[src/rtl/bf16_log.sv]
// bf16_log: pipelined bfloat16 natural logarithm.
// ln(x) = (e-127)*ln2 + ln(1.m), with ln(1.m) taken from an 8-segment
// piecewise-linear table. Three compute stages feed a registered output,
// so a token accepted at edge N is presented after edge N+3. A stall at the
// output freezes every stage.
module bf16_log (
    input  logic        clk,
    input  logic        rst_n,
    input  logic        in_valid,
    output logic        in_ready,
    input  logic [15:0] data_i,
    output logic        out_valid,
    input  logic        out_ready,
    output logic [15:0] data_o
);

    localparam int unsigned DATA_W   = 16;
    localparam int unsigned EXP_W    = 8;
    localparam int unsigned MAN_W    = 7;
    localparam int unsigned SEG_W    = 3;
    localparam int unsigned FINE_W   = 4;
    localparam int unsigned FRAC_W   = 16;
    localparam int unsigned SLOPE_W  = 13;
    localparam int unsigned INTERP_W = 17;
    localparam int unsigned SUM_W    = 25;
    localparam int unsigned MAG_W    = 23;
    localparam int unsigned P_W      = 5;

    localparam logic signed [SUM_W-1:0] LN2_Q16  = 25'sd45426;
    localparam logic        [EXP_W:0]   EXP_BIAS = 9'd127;
    localparam logic        [EXP_W-1:0] EXP_OFS  = 8'd111;
    localparam logic       [DATA_W-1:0] NEG_INF  = 16'hFF80;
    localparam logic       [DATA_W-1:0] POS_INF  = 16'h7F80;
    localparam logic       [DATA_W-1:0] QNAN     = 16'h7FC0;

    // ln(1 + k/8) in Q0.16 at each segment start
    function automatic logic [FRAC_W-1:0] base_of(input logic [SEG_W-1:0] k);
        case (k)
            3'd0:    return 16'd0;
            3'd1:    return 16'd7719;
            3'd2:    return 16'd14624;
            3'd3:    return 16'd20870;
            3'd4:    return 16'd26573;
            3'd5:    return 16'd31818;
            3'd6:    return 16'd36675;
            default: return 16'd41196;
        endcase
    endfunction

    // Rise of ln(1.m) across each segment (next base minus this base)
    function automatic logic [SLOPE_W-1:0] slope_of(input logic [SEG_W-1:0] k);
        case (k)
            3'd0:    return 13'd7719;
            3'd1:    return 13'd6905;
            3'd2:    return 13'd6246;
            3'd3:    return 13'd5703;
            3'd4:    return 13'd5245;
            3'd5:    return 13'd4857;
            3'd6:    return 13'd4521;
            default: return 13'd4230;
        endcase
    endfunction

    logic stall;

    // Stage 1 decode signals
    logic                     d_sign;
    logic [EXP_W-1:0]         d_exp;
    logic [MAN_W-1:0]         d_man;
    logic [INTERP_W-1:0]      interp_c;
    logic [FRAC_W-1:0]        lnm_c;
    logic signed [EXP_W:0]    e_off_c;
    logic signed [SUM_W-1:0]  e_term_c;
    logic                     spec_c;
    logic [DATA_W-1:0]        spec_val_c;

    logic                     s1_valid;
    logic [FRAC_W-1:0]        s1_lnm;
    logic signed [SUM_W-1:0]  s1_eterm;
    logic                     s1_spec;
    logic [DATA_W-1:0]        s1_spec_val;

    logic signed [SUM_W-1:0]  sum_c;
    logic                     s2_valid;
    logic signed [SUM_W-1:0]  s2_sum;
    logic                     s2_spec;
    logic [DATA_W-1:0]        s2_spec_val;

    logic [MAG_W-1:0]         mag_c;
    logic [P_W-1:0]           p_c;
    logic                     s3_valid;
    logic                     s3_neg;
    logic                     s3_zero;
    logic [MAG_W-1:0]         s3_mag;
    logic [P_W-1:0]           s3_p;
    logic                     s3_spec;
    logic [DATA_W-1:0]        s3_spec_val;

    logic [DATA_W-1:0]        pack_c;

    // Output holding a result nobody takes freezes the whole pipe
    assign stall    = out_valid && !out_ready;
    assign in_ready = !stall;

    // Decode: mantissa interpolation, exponent term and special classes
    always_comb begin
        d_sign     = data_i[15];
        d_exp      = data_i[14:7];
        d_man      = data_i[6:0];
        interp_c   = INTERP_W'(slope_of(d_man[6:4])) * INTERP_W'(d_man[3:0]) + INTERP_W'(8);
        lnm_c      = base_of(d_man[6:4]) + FRAC_W'(interp_c >> FINE_W);
        e_off_c    = $signed({1'b0, d_exp}) - $signed(EXP_BIAS);
        e_term_c   = $signed({{(SUM_W-EXP_W-1){e_off_c[EXP_W]}}, e_off_c}) * LN2_Q16;
        spec_c     = 1'b0;
        spec_val_c = '0;
        if (d_exp == '0) begin
            spec_c     = 1'b1;
            spec_val_c = NEG_INF;
        end else if (d_sign || (d_exp == '1 && d_man != '0)) begin
            spec_c     = 1'b1;
            spec_val_c = QNAN;
        end else if (d_exp == '1) begin
            spec_c     = 1'b1;
            spec_val_c = POS_INF;
        end
    end

    // Stage 1 register
    always_ff @(posedge clk or negedge rst_n) begin
        if (!rst_n) begin
            s1_valid    <= 1'b0;
            s1_lnm      <= '0;
            s1_eterm    <= '0;
            s1_spec     <= 1'b0;
            s1_spec_val <= '0;
        end else if (!stall) begin
            s1_valid    <= in_valid;
            s1_lnm      <= lnm_c;
            s1_eterm    <= e_term_c;
            s1_spec     <= spec_c;
            s1_spec_val <= spec_val_c;
        end
    end

    // Combine exponent and mantissa contributions
    assign sum_c = s1_eterm + $signed(SUM_W'(s1_lnm));

    // Stage 2 register
    always_ff @(posedge clk or negedge rst_n) begin
        if (!rst_n) begin
            s2_valid    <= 1'b0;
            s2_sum      <= '0;
            s2_spec     <= 1'b0;
            s2_spec_val <= '0;
        end else if (!stall) begin
            s2_valid    <= s1_valid;
            s2_sum      <= sum_c;
            s2_spec     <= s1_spec;
            s2_spec_val <= s1_spec_val;
        end
    end

    // Magnitude and leading-one position of the sum
    always_comb begin
        mag_c = MAG_W'(s2_sum[SUM_W-1] ? -s2_sum : s2_sum);
        p_c   = '0;
        for (int unsigned i = 0; i < MAG_W; i++) begin
            if (mag_c[i]) p_c = P_W'(i);
        end
    end

    // Stage 3 register
    always_ff @(posedge clk or negedge rst_n) begin
        if (!rst_n) begin
            s3_valid    <= 1'b0;
            s3_neg      <= 1'b0;
            s3_zero     <= 1'b0;
            s3_mag      <= '0;
            s3_p        <= '0;
            s3_spec     <= 1'b0;
            s3_spec_val <= '0;
        end else if (!stall) begin
            s3_valid    <= s2_valid;
            s3_neg      <= s2_sum[SUM_W-1];
            s3_zero     <= (s2_sum == '0);
            s3_mag      <= mag_c;
            s3_p        <= p_c;
            s3_spec     <= s2_spec;
            s3_spec_val <= s2_spec_val;
        end
    end

    // Pack into bfloat16, truncating bits below the mantissa
    always_comb begin
        pack_c = '0;
        if (s3_spec) begin
            pack_c = s3_spec_val;
        end else if (!s3_zero) begin
            pack_c = {s3_neg, EXP_W'(s3_p) + EXP_OFS,
                      MAN_W'({s3_mag, MAN_W'(0)} >> s3_p)};
        end
    end

    // Output register; data_o only changes when a new result lands
    always_ff @(posedge clk or negedge rst_n) begin
        if (!rst_n) begin
            out_valid <= 1'b0;
            data_o    <= '0;
        end else if (!stall) begin
            out_valid <= s3_valid;
            if (s3_valid) data_o <= pack_c;
        end
    end

endmodule

[config.mk]
export PLATFORM = sky130hd
export DESIGN_NAME = bf16_log
export DESIGN_NICKNAME = d
export VERILOG_FILES = /design/src/rtl/bf16_log.sv
export SDC_FILE = /design/constraint.sdc
export NUM_CORES = 1
export LEC_CHECK = 0
export CAP_MARGIN = 20
export CORE_ASPECT_RATIO = 1.1
export CORE_MARGIN = 3
export CORE_UTILIZATION = 58
export DETAILED_ROUTE_END_ITERATION = 10
export MAX_ROUTING_LAYER = met4
export PLACE_DENSITY = 0.73
export SLEW_MARGIN = 10
export SYNTH_ARGS = -nofsm -noshare
export SYNTH_HDL_FRONTEND = slang
export SYNTH_SLANG_ARGS = --single-unit
[constraint.sdc]
create_clock -name clk -period 3.18 [get_ports clk]
set_input_delay 0.477 -clock clk [delete_from_list [all_inputs] [get_ports clk]]
set_output_delay 0.477 -clock clk [all_outputs]
set_load 0.005 [all_outputs]
# Word-level counts from Yosys, hierarchy flattened

Cells that the tools add are included.

Bits in registers: 166
Latch bits: 0
Bits in writable memories: 0
Bits in read-only memories: 0
Input bits: 20
Word-level logic and storage cells: 78
Memories: 0

Add/sub/neg operators: 6
Multiply operators: 2
Div/mod/pow operators: 0
$lt $le $gt $ge: 0
Equality and inequality tests: 7
Shift-type cells: 1
Muxes and demuxes: 33
Bitwise operators: 1
Reductions and logical operators: 10

Operators by type and width:

| cell                  | number |
|---|---|
| $pmux 16 s7           | 1 |
| $mux 5                | 21 |
| $pmux 12 s7           | 1 |
| $mux 16               | 3 |
| $mux 15               | 2 |
| $shr 30x5->7          | 1 |
| $add 25x17->25        | 1 |
| $logic_not 25->1      | 1 |
| $mul 9x16->24 const B | 1 |
| $mux 23               | 1 |
| $neg 23->23           | 1 |
| $add 17x4->17 const B | 1 |
| $mul 13x4->17         | 1 |
| $add 16x13->16        | 1 |
| $eq 3x3->1 const B    | 3 |
| $sub 8x7->9 const B   | 1 |
| $add 5x7->8 const B   | 1 |
| $eq 8x8->1 const B    | 1 |
| $logic_not 8->1       | 1 |
| $reduce_bool 7->1     | 1 |
| $eq 3x2->1 const B    | 2 |
| $mux 1                | 4 |
| $eq 3x1->1 const B    | 1 |
| $logic_not 3->1       | 1 |
| 5 further kinds       | 7 |

# Longest topological paths before layout

Gate-level depths: netlist (run 1).

Depth after elaboration: 24
Mapped depth: 29
Mapped depth without buffers: 29

# Worst setup path before layout (run 1)

No wires, ideal clock.

Path kind: input to register
From: input port data_i[4]
To: register s1_lnm[15]
Setup time: 121 ps
Arrival time: 5877 ps
Path slack: -2818 ps
Cell stages on the path: 26
Path buffers: 0
Path through: ha_1 > nor2b_1 > nand3b_1 > nand2_1 > ha_1 > fa_1 > fa_1 > and3b_1 > nand4_1 > fa_1 > nor2b_1 > o21ai_0 > a21boi_0 > o21ai_0 > a21boi_0 > o2111ai_1 > a31oi_1 > xor2_1 > ha_1 > a21oi_1 > nand2_1 > a21oi_1 > nand2_1 > o21ai_1 > a21oi_1 > o22a_1

Word-level cells in the longest chain between the ends: 5

RTL lines:

| item                               | RTL line | source |
|---|---|---|
| start: declaration                 | 11       | `input logic [15:0] data_i,` |
| $eq 3x3->1 (tied with other cells) | 38, 52   |  |
| $pmux 12 s7                        | 52       | `case (k)` |
| $mul 13x4->17                      | 110      | `interp_c = INTERP_W'(slope_of(d_man[6:4])) * INTERP_W'(d_man[3:0]) + INTERP_W'(8);` |
| $add 17x4->17                      | 110      |  |
| $add 16x13->16 (*)                 | 111      | `lnm_c = base_of(d_man[6:4]) + FRAC_W'(interp_c >> FINE_W);` |
| end signal: assignment             | 138      | `s1_lnm <= lnm_c;` |
| end: declaration                   | 78       | `logic [FRAC_W-1:0] s1_lnm;` |

Mark *: on every way between the ends. The rest lies on a longest branch, timed or not.
A chain may end at the register's enable or synchronous reset.

# Worst setup path in the final report (run 1)

From: input port data_i[5]
To: register s1_lnm[15]

Same word-level chain as after synthesis.

==> results of run 1 <==
==> flip-flops by register name, summed over array words and instances, names as in the netlist, 3 cells and up <==
| name | flops |
|---|---|
| s2_sum | 25 |
| s1_eterm | 24 |
| s3_mag | 23 |
| data_o | 16 |
| s1_lnm | 16 |
| s3_p | 5 |
| s1_spec_val | 3 |
| s2_spec_val | 3 |
| s3_spec_val | 3 |
==> per-layer routing <==
| layer | share of wire, % | vias up |
|---|---|---|
| li1 | - | 5327 |
| met1 | 39 | 5340 |
| met2 | 53 | 249 |
| met3 | 3.0 | 104 |
| met4 | 4.8 | 0 |
| met5 | 0 | - |
==> power by group <==
group / switching, uW / leakage, uW / total (uW) / internal [uW]
clock network: 719 / 0.000288 / 1970 / 1250
registers: 786 / 0.00146 / 3180 / 2400
logic: 6280 / 0.00580 / 12400 / 6130
==> cells in the final DEF, fill, tap and decap left out, drive strengths merged, types with 4 or more instances in the layout <==
master / n
ha: 138
xnor2: 36
o21a: 14
or4: 4
and3: 11
or2: 7
o21ai: 94
nand4: 6
a22o: 7
o31ai: 10
mux2i: 17
a21oi: 108
a22oi: 4
nor3: 24
mux2: 11
fa: 54
clkdlybuf4s50: 24
and2: 14
o211ai: 7
nand2b: 13
nor2b: 25
nor2: 132
o41ai: 6
dfrtp: 124
a21o: 23
nor3b: 4
clkinv: 6
or3: 6
nand2: 187
nand3: 21
clkinvlp: 4
a211oi: 7
mux4: 7
inv: 102
buf: 240
a31oi: 14
xor2: 54
a21boi: 6
clkbuf: 18
==> worst register-to-register path: stages, from the launching register on <==
cell and delay (ns):
sky130_fd_sc_hd__dfrtp_1 0.38, sky130_fd_sc_hd__or4_4 0.56, sky130_fd_sc_hd__or4_1 0.43, sky130_fd_sc_hd__or3_4 0.42, sky130_fd_sc_hd__buf_4 0.17, sky130_fd_sc_hd__o31ai_2 0.20
sky130_fd_sc_hd__xnor2_1 0.17, sky130_fd_sc_hd__nor3_2 0.31, sky130_fd_sc_hd__nand3_1 0.14, sky130_fd_sc_hd__a21boi_1 0.16
==> logic make-up after synthesis <==
group	share of synthesized area [%]
AO/OA/AOI/OAI	17.69
XOR/XNOR	6.579
adder cells (fa/ha/maj)	23.43
buffers and inverters	5.253
flip-flops	25.90
multiplexers	3.770
AND/OR/NAND/NOR	17.38
==> per-stage QoR <==
step                      instances  util, %  power [uW]  cell area (um2)
after floorplan                1410        -       10180            12480
after global placement         1822    71.31       13210            14310
after detailed placement       1822    71.31       13520            14310
after CTS                      1880    77.30       16460            15510
after global routing           1898    79.99       18940            16050
final                          1898    79.99       17570            16050
==> how the worst min path moves through the flow <==
stage	end	depth (start not counted)	slack (ns)
after floorplan	data_o[0]$_DFFE_PN0P_	0	0.18
after global placement	s1_valid$_DFFE_PN0N_	2	0.45
after detailed placement	s2_valid$_DFFE_PN0N_	2	0.46
after CTS	s3_mag[3]$_DFFE_PN0N_	1	0.05
after global routing	s3_mag[0]$_DFFE_PN0N_	1	0.08
final	s3_mag[0]$_DFFE_PN0N_	1	0.04
==> what timing repair did <==
item,in CTS,in global routing
pin swaps,91,74
buffers inserted,28,26
gates resized for setup,128,74
endpoints found under the setup margin,34,35
==> final cells by class <==
cell class                 instances  area [um2]  area share (%)
inverter                         101       384.1           2.393
tap                              252       315.3           1.964
timing repair buffer             268        2215           13.80
clock inverter                    14       170.2           1.060
sequential                       124        3103           19.33
clock buffer                      18       439.2           2.736
multi-input combinational       1121        9424           58.72
==> summary.txt, run 1 <==
Outcome
  – Run status: complete, but fails checks
  – Failing checks: negative setup slack

Synth
  – Synthesized flop and latch total: approximately 120
  – Count of distinct cell types in the synthesized netlist: 75
  – Async S/R FF share, synth: 100.0%
  – Most numerous cell types in the synthesized netlist: 187 x sky130_fd_sc_hd__nand2_1, 138 x sky130_fd_sc_hd__ha_1, 132 x sky130_fd_sc_hd__nor2_1
  – Top flip-flop cell by instance count after synthesis: sky130_fd_sc_hd__dfrtp_1
  – Sequential-to-total area share from yosys stat: around a quarter
  – Largest cells by area after synthesis: sky130_fd_sc_hd__dfrtp_1 26%, sky130_fd_sc_hd__ha_1 14%, sky130_fd_sc_hd__fa_1 9.0%
  – Proportion of netlist area held by the largest area contributor: ~26%
  – Post-synthesis cell area: about 0.012 mm2
  – Syn_nets: between 1500 and 2000
  – Number of synthesized flops with an enable pin: 0
  – Total of warnings raised by yosys: 0
  – Number of instances in the synthesized netlist: around 1400
  – Avg Cell Area, Syn: about 8.5 um2
  – Cell type with the largest total area after synthesis: sky130_fd_sc_hd__dfrtp_1
  – Count leader, synth: sky130_fd_sc_hd__nand2_1

Detailed routing
  – Sum of routed wire length over all layers: roughly 33 mm
  – Overall via count from detail_route: 11020
  – Wire length per cell: ~18 um
  – DRC Markers: 0
  – Number of nets with antenna violations after detailed routing: 0
  – Initial DRT Pass Iterations: 6
  – Number of DRC markers after the initial detailed-route iteration: 547
  – Post-detailed-route via-to-cell ratio: about 5.8

Timing
  – RSZ-0062 raised after global routing: yes
  – Final-layout setup total negative slack: -52.47 ns
  – Max-slew violations: 0
  – Setup Viol. Count Final: 33
  – Worst Skew: 0.007578 ns
  – Final Critical Period: roughly 5.4 ns
  – Setup ws final: -2.261 ns
  – Final Hold Vio Count: 0
  – Worst slew margin: 51.02%
  – Fmax achieved: about 180 MHz
  – Crit share post-route: 171.1%
  – Hold slack: around 0.044 ns
  – Worst Max-Slew Pin Slew: around 0.73 ns

Clock network
  – Root buffer cell: sky130_fd_sc_hd__clkbuf_16
  – Num CTS Buffers: 17
  – CTS tree: built
  – CTS Hold Buffers Added: 0
  – # H-tree levels: 4
  – Clock insertion delay at the later pin of the skew report: 0.42 ns
  – CTS clk-pin slew, worst paths: ~0.06 ns
  – Buffers from clock root to sink, at most: 2
  – Clock sink count: between 100 and 150

Final layout
  – Fraction of final layout cells sized beyond drive strength 1: 28.43%
  – Inserted Diodes: 0
  – Fill count: around 1300
  – Area Overhead vs Synth: 33.96%
  – Number of nets in the layout: roughly 1800

Floorplanning
  – Ports: 38
  – Area of the die: between 0.02 and 0.025 mm2
  – Die span in x: approximately 140 um
  – Area of the core: approximately 0.020 mm2
  – Effective utilization at floorplan: around 60%
  – Std-Cell Rows: 54
  – Chip Height: around 160 um

Job
  – Max cap viols: 0

Global route
  – First-pass GRT wire length: roughly 50 mm
  – GRT Total Usage: a little under 30%
  – Global routing met1 resource utilization: between 30% and 40%
  – Initial antenna violation count: 0
  – Met2 demand-to-capacity share in global routing: 51.43%
  – Highest-utilization routing layer at the global route stage: met2
  – Met3 Usage GRT: under 10%
  – Congestion Overflow GR: 0
  – Vias in the first global route: ~11000
  – Maximum number of pins on one net before global-route repair: 94

Placed design
  – Sum of net half-perimeters after detailed placement: 23.35 mm
  – Dpl ws: -3.258 ns
  – Number of buffers inserted by port buffering: 37
  – Routability congestion estimate: 0.9209

Pwr
  – Ratio of total power to cell area: around 1100 mW/mm2
  – Leakage power: around 0.0076 uW
  – VDD IR max: around 1400 uV

Critical path
  – RR Endpoint: s3_p[4]$_DFFE_PN0N_
  – Critical path launch point type: primary input
  – Cell count of the worst reg-to-reg path: 9
  – Critical path startpoint: data_i[5]
  – Worst Setup End Kind: flop
  – Data arrival time at the worst-slack endpoint: roughly 5.7 ns
  – Total number of cells along the worst setup path: 27
  – Count of buffer and inverter cells on the critical path: 1
  – Worst setup path class: in2reg
  – Cell occurring most often along the worst timing path: sky130_fd_sc_hd__o21ai_2
  – Internal reg-to-reg setup slack: about 0.11 ns
  – Largest fanout on the critical path: 6
  – CP delay by family, top: adder cells
  – Max stage delay on crit path: between 0.5 and 0.6 ns
  – Library cell contributing the largest single delay on the critical path: sky130_fd_sc_hd__fa_1
  – Required time of the critical path: about 3.5 ns
  – Startpoint of the lowest-slack register-to-register path: s2_sum[10]$_DFFE_PN0N_
  – Capturing element of the worst setup path: s1_lnm[15]$_DFFE_PN0N_

Worst hold path
  – Class of the most critical hold timing path: in2async
Note: power is estimated with default switching activity, not from simulation.
==> run 2: changes to the inputs <==
--- a/config.mk
+++ b/config.mk
@@ -10,8 +10,9 @@
 export CORE_MARGIN = 3
 export CORE_UTILIZATION = 58
 export DETAILED_ROUTE_END_ITERATION = 10
+export DONT_BUFFER_PORTS = 1
 export MAX_ROUTING_LAYER = met4
-export PLACE_DENSITY = 0.73
+export PLACE_DENSITY = 0.71
 export SLEW_MARGIN = 10
 export SYNTH_ARGS = -nofsm -noshare
 export SYNTH_HDL_FRONTEND = slang
==> run 2 against run 1 <==
Net effect: the flow finishes with violations (negative hold slack, negative setup slack); highest routed layer unchanged; clock power is essentially flat; largest power group unchanged; first-iteration DRC count decreased by 0.18%; die area stayed put; power decreased by 4.4%; sequential power barely moved.
==> summary.txt, run 2 (synthesis results as in run 1) <==
Outcome
  – Run status: complete, but fails checks
  – Failing checks: negative hold slack, negative setup slack

Floorplanning
  – Die span in x: 143.0 um (unchanged)
  – Area of the die: 0.02242 mm2 (unchanged)
  – Ports: 38 (unchanged)
  – Chip Height: 156.7 um (unchanged)
  – Area of the core: 0.02007 mm2 (unchanged)
  – Std-Cell Rows: 54 (unchanged)
  – Effective utilization at floorplan: 59.71% (unchanged)

Critical path
  – CP delay by family, top: compound AO/OA/AOI/OAI gates
  – Critical path launch point type: primary input
  – Worst Setup End Kind: flop
  – Required time of the critical path: 3.48 ns (about the same)
  – Max stage delay on crit path: 0.57 ns (+0.04 ns)
  – Count of buffer and inverter cells on the critical path: 0 (-1)
  – Cells along the critical path: ha_4 > nor2b_4 > nor2_1 > a21o_1 > and2_4 > fa_1 > fa_1 > ha_4 > ha_4 > a21o_1 > a21oi_2 > a2bb2oi_2 > o311ai_2 > a31o_2 > a21o_1 > a31oi_4 > xnor2_1 > ha_1 > and3_1 > nand2_1 > o21ai_1 > o21ai_2 > a31o_1 > o22a_1
  – Worst setup path class: in2reg
  – Largest fanout on the critical path: 8 (+2)
  – Data arrival time at the worst-slack endpoint: 5.38 ns (-0.36 ns)
  – Critical path startpoint: data_i[4]
  – Startpoint of the lowest-slack register-to-register path: s2_sum[10]$_DFFE_PN0N_
  – Library cell contributing the largest single delay on the critical path: sky130_fd_sc_hd__fa_1

Detailed routing
  – Number of nets with antenna violations after detailed routing: 0 (unchanged)
  – Overall via count from detail_route: 10420 (-5.4%)
  – Post-detailed-route via-to-cell ratio: 5.747 (-1.0%)
  – Number of DRC markers after the initial detailed-route iteration: 546 (-0.18%)
  – Met1 routed wirelength after detailed routing: 12.69 mm (-3.5%)
  – Wire length per cell: 16.61 um (-5.4%)
  – Top routing layer in use: met4
  – Met3 wire len: 817 um (-20%)
  – Initial DRT Pass Iterations: 5 (-1)
  – Sum of routed wire length over all layers: 30.11 mm (-9.6%)
  – DRC Markers: 0 (unchanged)
  – Metal2 WL: 15.74 mm (-10%)

Clock network
  – Clock sink count: 124 (unchanged)
  – CTS clk-pin slew, worst paths: 0.06 ns (about the same)
  – Num CTS Buffers: 17 (unchanged)
  – Buffers from clock root to sink, at most: 2 (unchanged)
  – # H-tree levels: 4 (unchanged)
  – Clock insertion delay at the later pin of the skew report: 0.42 ns (about the same)
  – CTS tree: built
  – Root buffer cell: sky130_fd_sc_hd__clkbuf_16

Timing
  – RSZ-0062 raised after global routing: yes
  – Final Critical Period: 5.073 ns (-0.3677 ns)
  – Crit share post-route: 159.5% (-12 points)
  – Hold slack: -0.2395 ns (-0.2832 ns)
  – Max-slew violations: 0 (unchanged)
  – Fmax achieved: 197.1 MHz (+7.2%)
  – Setup Viol. Count Final: 32 (-3.0%)
  – Final Hold Vio Count: 124 (+124)
  – Setup ws final: -1.893 ns (+0.3677 ns)
  – Worst Max-Slew Pin Slew: 0.7292 ns (-0.005432 ns)
  – Final-layout setup total negative slack: -41.66 ns (+10.80 ns)
  – Worst Skew: 0.007624 ns (+0.00004638 ns)
  – Worst slew margin: 51.38% (+0.36 points)

Final layout
  – Leading cell types in the layout, fill and taps excluded: 183 x sky130_fd_sc_hd__nand2_1, 163 x sky130_fd_sc_hd__buf_4, 124 x sky130_fd_sc_hd__dfrtp_1
  – Fraction of final layout cells sized beyond drive strength 1: 25.37% (-3.1 points)
  – Utilization after layout: 75.54% (-4.4 points)
  – Area Overhead vs Synth: 26.51%
  – Fill count: 1425 (+8.0%)
  – Max reg flops: 25 (unchanged)
  – Number of nets in the layout: 1760 (-4.6%)
  – Leading registers by flop count: s2_sum (25), s1_eterm (24), s3_mag (23)
  – Final instance count without filler cells: 1813 (-4.5%)
  – Inserted Diodes: 0 (unchanged)
  – Most common cell after layout, fill and taps aside: sky130_fd_sc_hd__nand2_1
  – Largest Register: s2_sum

Placed design
  – Routability congestion estimate: 0.9136 (-0.79%)
  – Sum of net half-perimeters after detailed placement: 22.79 mm (-2.4%)
  – Number of buffers inserted by port buffering: 0 (-100%)
  – Dpl ws: -2.470 ns (+0.7882 ns)
  – Dpl cells: 1758 (-3.5%)

Pwr
  – VDD IR max: 1235 uV (-11%)
  – Leakage power: 0.007117 uW (-5.8%)
  – Ratio of total power to cell area: 1109 mW/mm2 (+1.3%)

Job
  – Max cap viols: 0 (unchanged)

Worst hold path
  – Class of the most critical hold timing path: in2async

Global route
  – Maximum number of pins on one net before global-route repair: 125 (+33%)
  – First-pass GRT wire length: 49.42 mm (-3.8%)
  – Congestion Overflow GR: 0 (unchanged)
  – Initial antenna violation count: 0 (unchanged)
  – Vias in the first global route: 10410 (-3.4%)
  – GRT Total Usage: 27.92% (-1.1 points)
==> run 2: cell types whose count changed in the layout (fill, tap and decap cells not counted), sizes merged <==
cell	change
inv	+2
dlygate4sd2	-2
clkdlybuf4s15	-1
clkdlybuf4s50	-24
clkinvlp	-2
dlymetal6s2s	-1
buf	-57
==> run 2: worst register-to-register path: stages, from the launching register on <==
cell	delay, ns
sky130_fd_sc_hd__dfrtp_1	0.38
sky130_fd_sc_hd__or4_4	0.56
sky130_fd_sc_hd__or4_1	0.42
sky130_fd_sc_hd__or3_1	0.45
sky130_fd_sc_hd__o31ai_4	0.25
sky130_fd_sc_hd__xor2_1	0.20
sky130_fd_sc_hd__nand2_1	0.11
sky130_fd_sc_hd__nor3_2	0.26
sky130_fd_sc_hd__nand3_1	0.13
sky130_fd_sc_hd__a21boi_1	0.16
==> run 2: path summary, 6_finish.rpt <==
path                                          endpoint  slack, ns  cells past startpoint
max                             s1_lnm[15]$_DFFE_PN0N_      -1.89                     24
max in group asynchronous       s2_sum[23]$_DFFE_PN0N_       3.24                      0
min in group clk               s1_eterm[1]$_DFFE_PN0N_       0.14                      1
min                              s3_mag[0]$_DFFE_PN0N_      -0.24                      0
max reg2reg                        s3_p[4]$_DFFE_PN0N_       0.15                      9
min reg2reg                s3_spec_val[15]$_DFFE_PN0N_       0.46                      2
==> run 2: cell type report <==
type / instances / area, um2 / share of cell area, %
well taps: 252 / 315.3 / 2.080
multi-input cells: 1121 / 9309 / 61.41
inverters: 101 / 384.1 / 2.534
clock buffers: 18 / 429.2 / 2.831
flip-flops and latches: 124 / 3103 / 20.47
repair buffers: 183 / 1449 / 9.558
clock inverters: 14 / 168.9 / 1.114
==> run 2: timing repair <==
action,in CTS,in global routing
hold endpoints to repair,124,124
buffers inserted,21,12
endpoints found under the setup margin,33,34
resized for setup,90,35
pin swaps,91,49
==> run 2: routing by layer <==
layer	vias to the layer above	global-route usage (%)
li1	5150	-
met1	5038	33.17
met2	173	49.46
met3	59	3.178
met4	0	8.873
met5	-	-
==> run 2: where the power goes <==
group / internal, uW / switching [uW] / total [uW]
Clock: 1230 / 727 / 1960
Combinational: 5760 / 5910 / 11700
Sequential: 2400 / 782 / 3180
==> run 2: through the flow <==
stage / power [uW] / instance area [um2] / hold slack [ns]
2_1_floorplan: 10180 / 12480 / 0.1814
3_3_place_gp: 12980 / 13710 / 0.1875
3_5_place_dp: 13230 / 13710 / 0.1870
4_1_cts: 16300 / 14930 / -0.2557
5_1_grt: 18250 / 15160 / -0.2577
6_report: 16810 / 15160 / -0.2395
